File: src/rtl/dct_block_buffer_pkg.sv
// Shared definitions for the 8x8 DCT sample buffer and the blocks that address it.
// Read addresses are packed {u,v}, so sample k = u*8+v sits at address k.
package dct_block_buffer_pkg;

  typedef enum logic [1:0] {
    VAZIO      = 2'b00,
    CARREGANDO = 2'b01,
    PRONTO     = 2'b10
  } buf_state_t;

  localparam int BLOCK_DIM  = 8;
  localparam int BLOCK_SIZE = BLOCK_DIM * BLOCK_DIM;

  function automatic logic [5:0] pack_addr(input logic [2:0] u, input logic [2:0] v);
    return {u, v};
  endfunction

endpackage

File: src/rtl/dct_block_buffer_if.sv
// Load and read handshake between the sample source/controller (master) and the buffer (slave).
interface dct_block_buffer_if #(
  parameter int DATA_W = 8,
  parameter int ADDR_W = 6
);
  logic              Load_Start;
  logic [DATA_W-1:0] Sample_In;
  logic              Sample_Valid;
  logic              Load_Done;
  logic              Busy;
  logic              Read_Enable;
  logic [ADDR_W-1:0] Address;
  logic [DATA_W-1:0] Data_Out;
  logic              Data_Valid;
  logic              Read_Error;

  modport master (
    output Load_Start, Sample_In, Sample_Valid, Read_Enable, Address,
    input  Load_Done, Busy, Data_Out, Data_Valid, Read_Error
  );

  modport slave (
    input  Load_Start, Sample_In, Sample_Valid, Read_Enable, Address,
    output Load_Done, Busy, Data_Out, Data_Valid, Read_Error
  );
endinterface

File: src/rtl/dct_sample_ram.sv
// Simple dual-port sample store: one write port, one registered read port.
// Only the read register is reset; the array keeps its contents.
module dct_sample_ram #(
  parameter int DATA_W = 8,
  parameter int ADDR_W = 6
) (
  input  logic              Clock,
  input  logic              Reset,
  input  logic              wr_en,
  input  logic [ADDR_W-1:0] wr_addr,
  input  logic [DATA_W-1:0] wr_data,
  input  logic              rd_en,
  input  logic [ADDR_W-1:0] rd_addr,
  output logic [DATA_W-1:0] rd_data
);

  logic [DATA_W-1:0] mem [2**ADDR_W];

  always_ff @(posedge Clock) begin
    if (wr_en) mem[wr_addr] <= wr_data;
  end

  // Holds the last word between reads so the MAC operand stays stable.
  always_ff @(posedge Clock or posedge Reset) begin
    if (Reset)      rd_data <= '0;
    else if (rd_en) rd_data <= mem[rd_addr];
  end

endmodule

File: src/rtl/dct_block_buffer.sv
// 8x8 block buffer: serial 64-sample load, then 1-cycle-latency reads for the DCT controller.
module dct_block_buffer
  import dct_block_buffer_pkg::*;
#(
  parameter int DATA_W = 8,
  parameter int ADDR_W = 6
) (
  input  logic             Clock,
  input  logic             Reset,
  dct_block_buffer_if.slave bus
);

  localparam logic [ADDR_W-1:0] LAST_PTR = ADDR_W'(BLOCK_SIZE - 1);

  buf_state_t        state, next_state;
  logic [ADDR_W-1:0] ptr;
  logic              write_en, last_write, read_ok, busy;
  logic              load_done, data_valid, read_error;

  always_ff @(posedge Clock or posedge Reset) begin
    if (Reset) state <= VAZIO;
    else       state <= next_state;
  end

  // Reads are legal only in PRONTO; Load_Start while loading does not restart.
  always_comb begin
    next_state = state;
    write_en   = 1'b0;
    last_write = 1'b0;
    read_ok    = 1'b0;
    busy       = 1'b0;
    case (state)
      VAZIO: begin
        if (bus.Load_Start) next_state = CARREGANDO;
      end
      CARREGANDO: begin
        busy     = 1'b1;
        write_en = bus.Sample_Valid;
        if (bus.Sample_Valid && ptr == LAST_PTR) begin
          last_write = 1'b1;
          next_state = PRONTO;
        end
      end
      PRONTO: begin
        read_ok = bus.Read_Enable;
        if (bus.Load_Start) next_state = CARREGANDO;
      end
      default: next_state = VAZIO;
    endcase
  end

  always_ff @(posedge Clock or posedge Reset) begin
    if (Reset) begin
      ptr <= '0;
    end else if (write_en) begin
      ptr <= ptr + 1'b1;
    end else if (state == PRONTO && bus.Load_Start) begin
      ptr <= '0;
    end
  end

  always_ff @(posedge Clock or posedge Reset) begin
    if (Reset) begin
      load_done  <= 1'b0;
      data_valid <= 1'b0;
      read_error <= 1'b0;
    end else begin
      load_done  <= last_write;
      data_valid <= read_ok;
      read_error <= bus.Read_Enable && !read_ok;
    end
  end

  dct_sample_ram #(
    .DATA_W (DATA_W),
    .ADDR_W (ADDR_W)
  ) u_ram (
    .Clock   (Clock),
    .Reset   (Reset),
    .wr_en   (write_en),
    .wr_addr (ptr),
    .wr_data (bus.Sample_In),
    .rd_en   (read_ok),
    .rd_addr (bus.Address),
    .rd_data (bus.Data_Out)
  );

  assign bus.Busy       = busy;
  assign bus.Load_Done  = load_done;
  assign bus.Data_Valid = data_valid;
  assign bus.Read_Error = read_error;

endmodule
File: src/flat_wrapper.sv
// flat-port wrapper written by rule: the top's interface ports become plain ports
module dct_block_buffer_flat import dct_block_buffer_pkg::*;
#(
  parameter int DATA_W = 8,
  parameter int ADDR_W = 6
)
  (Clock, Reset, bus_Load_Start, bus_Sample_In, bus_Sample_Valid, bus_Read_Enable, bus_Address, bus_Load_Done, bus_Busy, bus_Data_Out, bus_Data_Valid, bus_Read_Error);
  dct_block_buffer_if #(.DATA_W(DATA_W), .ADDR_W(ADDR_W)) bus_i ();
  input  logic Clock;
  input  logic Reset;
  input wire logic [$bits(bus_i.Load_Start)-1:0] bus_Load_Start;
  input wire logic [$bits(bus_i.Sample_In)-1:0] bus_Sample_In;
  input wire logic [$bits(bus_i.Sample_Valid)-1:0] bus_Sample_Valid;
  input wire logic [$bits(bus_i.Read_Enable)-1:0] bus_Read_Enable;
  input wire logic [$bits(bus_i.Address)-1:0] bus_Address;
  output wire logic [$bits(bus_i.Load_Done)-1:0] bus_Load_Done;
  output wire logic [$bits(bus_i.Busy)-1:0] bus_Busy;
  output wire logic [$bits(bus_i.Data_Out)-1:0] bus_Data_Out;
  output wire logic [$bits(bus_i.Data_Valid)-1:0] bus_Data_Valid;
  output wire logic [$bits(bus_i.Read_Error)-1:0] bus_Read_Error;
  assign bus_i.Load_Start = bus_Load_Start;
  assign bus_i.Sample_In = bus_Sample_In;
  assign bus_i.Sample_Valid = bus_Sample_Valid;
  assign bus_i.Read_Enable = bus_Read_Enable;
  assign bus_i.Address = bus_Address;
  assign bus_Load_Done = bus_i.Load_Done;
  assign bus_Busy = bus_i.Busy;
  assign bus_Data_Out = bus_i.Data_Out;
  assign bus_Data_Valid = bus_i.Data_Valid;
  assign bus_Read_Error = bus_i.Read_Error;
  dct_block_buffer #(.DATA_W(DATA_W), .ADDR_W(ADDR_W)) u_core (.Clock(Clock), .Reset(Reset), .bus(bus_i));
endmodule
File: config.mk
export PLATFORM = sky130hd
export DESIGN_NAME = dct_block_buffer_flat
export DESIGN_NICKNAME = d
export VERILOG_FILES = /design/src/rtl/dct_block_buffer_pkg.sv /design/src/rtl/dct_block_buffer_if.sv /design/src/rtl/dct_sample_ram.sv /design/src/rtl/dct_block_buffer.sv /design/src/flat_wrapper.sv
export SDC_FILE = /design/constraint.sdc
export NUM_CORES = 1
export LEC_CHECK = 0
export CAP_MARGIN = 20
export CORE_MARGIN = 1
export CORE_UTILIZATION = 47
export CTS_CLUSTER_DIAMETER = 100
export DETAILED_ROUTE_END_ITERATION = 8
export GPL_ROUTABILITY_DRIVEN = 0
export SYNTH_ARGS = -nofsm -noshare
export SYNTH_HDL_FRONTEND = slang
export SYNTH_HIERARCHICAL = 1
export SYNTH_SLANG_ARGS = --single-unit
export TNS_END_PERCENT = 100
File: constraint.sdc
create_clock -name Clock -period 6.2 [get_ports Clock]
set_input_delay 1.24 -clock Clock [delete_from_list [all_inputs] [get_ports Clock]]
set_output_delay 1.24 -clock Clock [all_outputs]
set_load 0.02 [all_outputs]
# After elaboration in Yosys (flattened, before gate mapping)
# Memories as Yosys holds them, arrays and structs flattened. A register that Yosys moved wholly into a read port is not among the register bits.
# Index checks and enable logic that the tools add are counted.
[totals]
memories = 1
regBits = 11
in_bits = 19
ramBits = 512
wordCells = 32
[mem_list]
columns = ["name", "depth", "word_bits", "read_ports", "rd_ports_with_merged_regs", "wr", "line_no", "rtl"]
rows = [
  ["u_core.u_ram.mem", 64, 8, 1, 1, 1, "dct_sample_ram.sv:17", "logic [DATA_W-1:0] mem [2**ADDR_W];"],
]
[op_classes]
n_reduce_logical = 8
addsub = 1
n_eq_ne = 5
n_mux = 12
[ops]
columns = ["cell", "count"]
rows = [
  ["two-way mux 6 bit", 2],
  ["two-way mux 1 bit", 7],
  ["adder 6 x 1 -> 6 bit, second input constant", 1],
  ["equality test 6 bit, second input constant", 1],
  ["two-way mux 2 bit", 2],
  ["!= test 2 x 1 -> 1 bit, second input constant", 2],
  ["one-hot mux 2 bit (2 select lines)", 1],
  ["logical AND 1 bit", 3],
  ["equality test 2 x 1 -> 1 bit, second input constant", 1],
  ["equality test 2 bit, second input constant", 1],
  ["zero test 2 bit", 1],
  ["AND reduction 2 bit", 1],
  ["nonzero test 2 bit", 1],
  ["OR reduction 2 bit", 1],
  ["zero test 1 bit", 1],
]

# Logic depth before layout (Yosys ltp)
[depth]
ltp_word = 4
depth_mapped = 8
mapped_depth_nobuf = 6

# Cells and area by module
# The synthesis kept the hierarchy.
[by_module_without_submodules]
columns = ["module", "seq_area_each_um2", "cells_per_inst", "area_per_inst_um2", "n_inst"]
rows = [
  ["dct_sample_ram", 15574.9, 939, 20233.2, 1],
  ["dct_block_buffer", 275.3, 50, 523.0, 1],
]

# Worst setup path after synthesis
# No wires, ideal clock.
[synth_timing]
kind = "input-to-reg"
startpoint = "in bus_Address[2]"
endpoint = "reg u_core.u_ram.rd_data[2], read port of u_core.u_ram.mem"
cell_stages = 8
setup_ps = 142
path_slack_ps = 3302
arrival_ps = 2756
cell_sequence = "buf_2 -> buf_2 -> buf_2 -> mux4_2 -> mux2i_1 -> o22ai_1 -> a221oi_1 -> o221ai_1"
[synth_rtl]
columns = ["element", "line_no", "rtl"]
rows = [
  ["start: declaration", "flat_wrapper.sv:15", "input wire logic [$bits(bus_i.Address)-1:0] bus_Address;"],
  ["end: declaration", "dct_sample_ram.sv:14", "output logic [DATA_W-1:0] rd_data"],
]

==> flow_summary.json <==
{
  "ys.flop_type": "edfxtp_1",
  "critPathMaxFanout": 68,
  "num_antenna_cells": 0,
  "fin_area_um2": 23400,
  "overflow": 0,
  "worst_pin_slew_ns": 1.11,
  "ir_worst_vdd_v": 0.000187,
  "grt_pass1_vias": 9803,
  "worst_r2r_path_depth": 6,
  "dieHeight_um": 212,
  "synth_cell_types": 38,
  "met3_length_mm": 2.38,
  "clock-sinks": 531,
  "endpoint": "u_core/u_ram/rd_data[5]",
  "grt_max_degree": 69,
  "post-cts-setup-buffers": 0,
  "synth_seq_area_share_pct": 76.4,
  "period_share_pct": 57.2,
  "timing.final.crit_period_ns": 3.55,
  "place_area_um2": 21600,
  "critical_path_class": "input pin to register",
  "boundaryPins": 31,
  "fin_worst_skew_ns": 0.0202,
  "fillers": 3379,
  "endpoint_kind": "register",
  "placed_cells": 1568,
  "cts_root_buf": "clkbuf_16",
  "status": "complete, no violations",
  "yosysMostFrequentCell": "edfxtp_1",
  "synth_area_um2": 20800,
  "ant_nets": 0,
  "critPathLaunch": "bus_Address[0]",
  "arrival_ns": 3.99,
  "rrSetupSlack_ns": 3.41,
  "min_path_type": "register to register",
  "clockBufferDepth": 3,
  "r2r_end": "u_core/u_ram/mem[30][0]",
  "worstReg2RegStart": "u_core/state[1]",
  "power_density_nw_per_um2": 341,
  "slew_headroom_pct": 25.4,
  "firstDrtPassIters": 5,
  "netlist.area_leader.share_pct": 74.1,
  "synth-warning-count": 6,
  "grt_pass1_wl_mm": 65.4,
  "p_total_uw": 7960,
  "met1_length_mm": 19.5,
  "instances_no_fill": 1669,
  "top_layer": "met4",
  "dp_hpwl_mm": 26.1,
  "layout-drive-gt1-share_pct": 24.2,
  "cap_violations": 0,
  "coreArea_um2": 43400,
  "die-area_um2": 45000,
  "cp-start-kind": "input pin",
  "avgSynthCellArea_um2": 21.0,
  "area_growth_pct": 12.5,
  "drv_slew": 0,
  "synthTopCellsByArea": "edfxtp_1 74%, mux4_2 13%, dfrtp_1 2.3%, mux2i_1 1.9%, mux2_2 1.7%",
  "fp.dieW_um": 212,
  "synthCells": 989,
  "remaining_drc_errors": 0,
  "avgViaCountPerCell": 5.82,
  "setup_viol": 0,
  "setup_tns_ns": 0,
  "nets": 1060,
  "wl_met2_mm": 21.4,
  "multi_input_area_um2": 4580,
  "clkTransAtPathRegs_ns": 0.06,
  "pre_cts_ws_ns": 2.00,
  "async_reset_ff_share_pct": 3.58,
  "cts_max_level": 2,
  "synth_edf_count": 512,
  "drt_iter0_drc": 976,
  "io_buffers": 30,
  "synth_common_cells": "512 x edfxtp_1, 120 x mux4_2, 77 x nor2_1",
  "finalWirelength_mm": 44.5,
  "yosys.area.top_type": "edfxtp_1",
  "grtUsageTotal_pct": 20.4,
  "start_util_pct": 47.9,
  "crit_required_ns": 6.64,
  "hold_viol_final": 0,
  "clk_latency_ns": 0.59,
  "cts_hold_buf": 0,
  "rsz0062_at_grt": "no",
  "antenna_found_initial": 0,
  "num_vias": 9714,
  "synth_nets": 1009,
  "wl_per_cell_um": 26.7,
  "power_leakage_uw": 0.00737,
  "post_cts_resized": 0,
  "tritoncts": "done",
  "ys_ff_latch": 531,
  "cts_inserted_buffers": 54,
  "num_rows": 76,
  "fmax_mhz": 282,
  "regArea_um2": 15900,
  "worst_slack_ns": 2.65
}
## metrics by stage
stage | utilization (%) | hold slack, ns
3_5_place_dp | 49.9 | 0.619
4_1_cts | 53.8 | 0.628
5_1_grt | 53.9 | 0.664
6_report | 53.9 | 0.623
2_1_floorplan | - | 0.473
3_3_place_gp | 49.9 | 0.614
## report_power, final
part	total, µW	internal [µW]	switching, µW
combinational	636	219	417
sequential	4170	4070	98.5
clock	3160	1830	1320
total	7960	6120	1840
## state kept, by name, summed over array words and instances, names as in the netlist
signal	cells
u_core/u_ram/mem	512
u_core/u_ram/rd_data	8
u_core/ptr	6
u_core/state	2
u_core/bus.Data_Valid	1
u_core/bus.Load_Done	1
u_core/bus.Read_Error	1
## worst min-delay path by stage
stage,endpoint,depth (start not counted),from
after CTS,u_core/u_ram/rd_data[5],2,u_core/u_ram/rd_data[5]
after detailed placement,u_core/u_ram/rd_data[5],2,u_core/u_ram/rd_data[5]
after floorplan,u_core/ptr[5],1,u_core/ptr[5]
final,u_core/u_ram/rd_data[5],2,u_core/u_ram/rd_data[5]
after global routing,u_core/ptr[0],1,u_core/state[1]
after global placement,u_core/ptr[0],1,u_core/state[1]
## cells by family (layout without fill, tap and decap cells)
kind of cell / Yosys count / after routing / synth area share [%]
flip-flops: 531 / 531 / 76.4
buffers and inverters: 68 / 163 / 1.55
adder cells (fa/ha/maj): 1 / 1 / 0.0603
multiplexers: 192 / 192 / 16.7
AND/OR/NAND/NOR: 136 / 136 / 3.03
AO/OA/AOI/OAI: 61 / 61 / 2.31
## cell usage in the layout, fill, tap and decap left out, types with 4 or more instances in the layout
cell type / n
buf_4: 17
clkinv_1: 13
clkinv_2: 10
mux2_2: 32
a22oi_1: 16
clkdlybuf4s50_1: 19
nand2_1: 12
dfrtp_1: 19
buf_2: 8
mux4_2: 120
clkbuf_1: 13
clkbuf_16: 55
nand4_1: 4
nand2b_1: 6
nor2b_1: 6
mux2i_1: 40
inv_1: 13
o22ai_1: 9
bufinv_16: 5
o221ai_1: 16
a221oi_1: 10
nor2_1: 77
edfxtp_1: 512
nand3_1: 14
## cell type report
| cell class | count | share of cell area [%] |
|---|---|---|
| sequential | 531 | 67.9 |
| multi-input combinational | 390 | 19.6 |
| clock buffer | 68 | 6.10 |
| tap | 585 | 3.13 |
| timing repair buffer | 49 | 1.85 |
| clock inverter | 32 | 1.22 |
| inverter | 14 | 0.225 |
## layer usage
layer | up-vias | GRT usage [%]
met5 | - | 0
met4 | 0 | 7.12
li1 | 4210 | -
met1 | 5159 | 29.1
met3 | 74 | 3.15
met2 | 271 | 32.2
## critical path, cell delays in order
cell	delay (ns)
buf_6	0.70
buf_4	0.39
mux4_2	0.55
mux2i_1	0.17
o22ai_1	0.13
a221oi_1	0.59
o221ai_1	0.18
No activity file was read; power rests on OpenSTA's default activity.
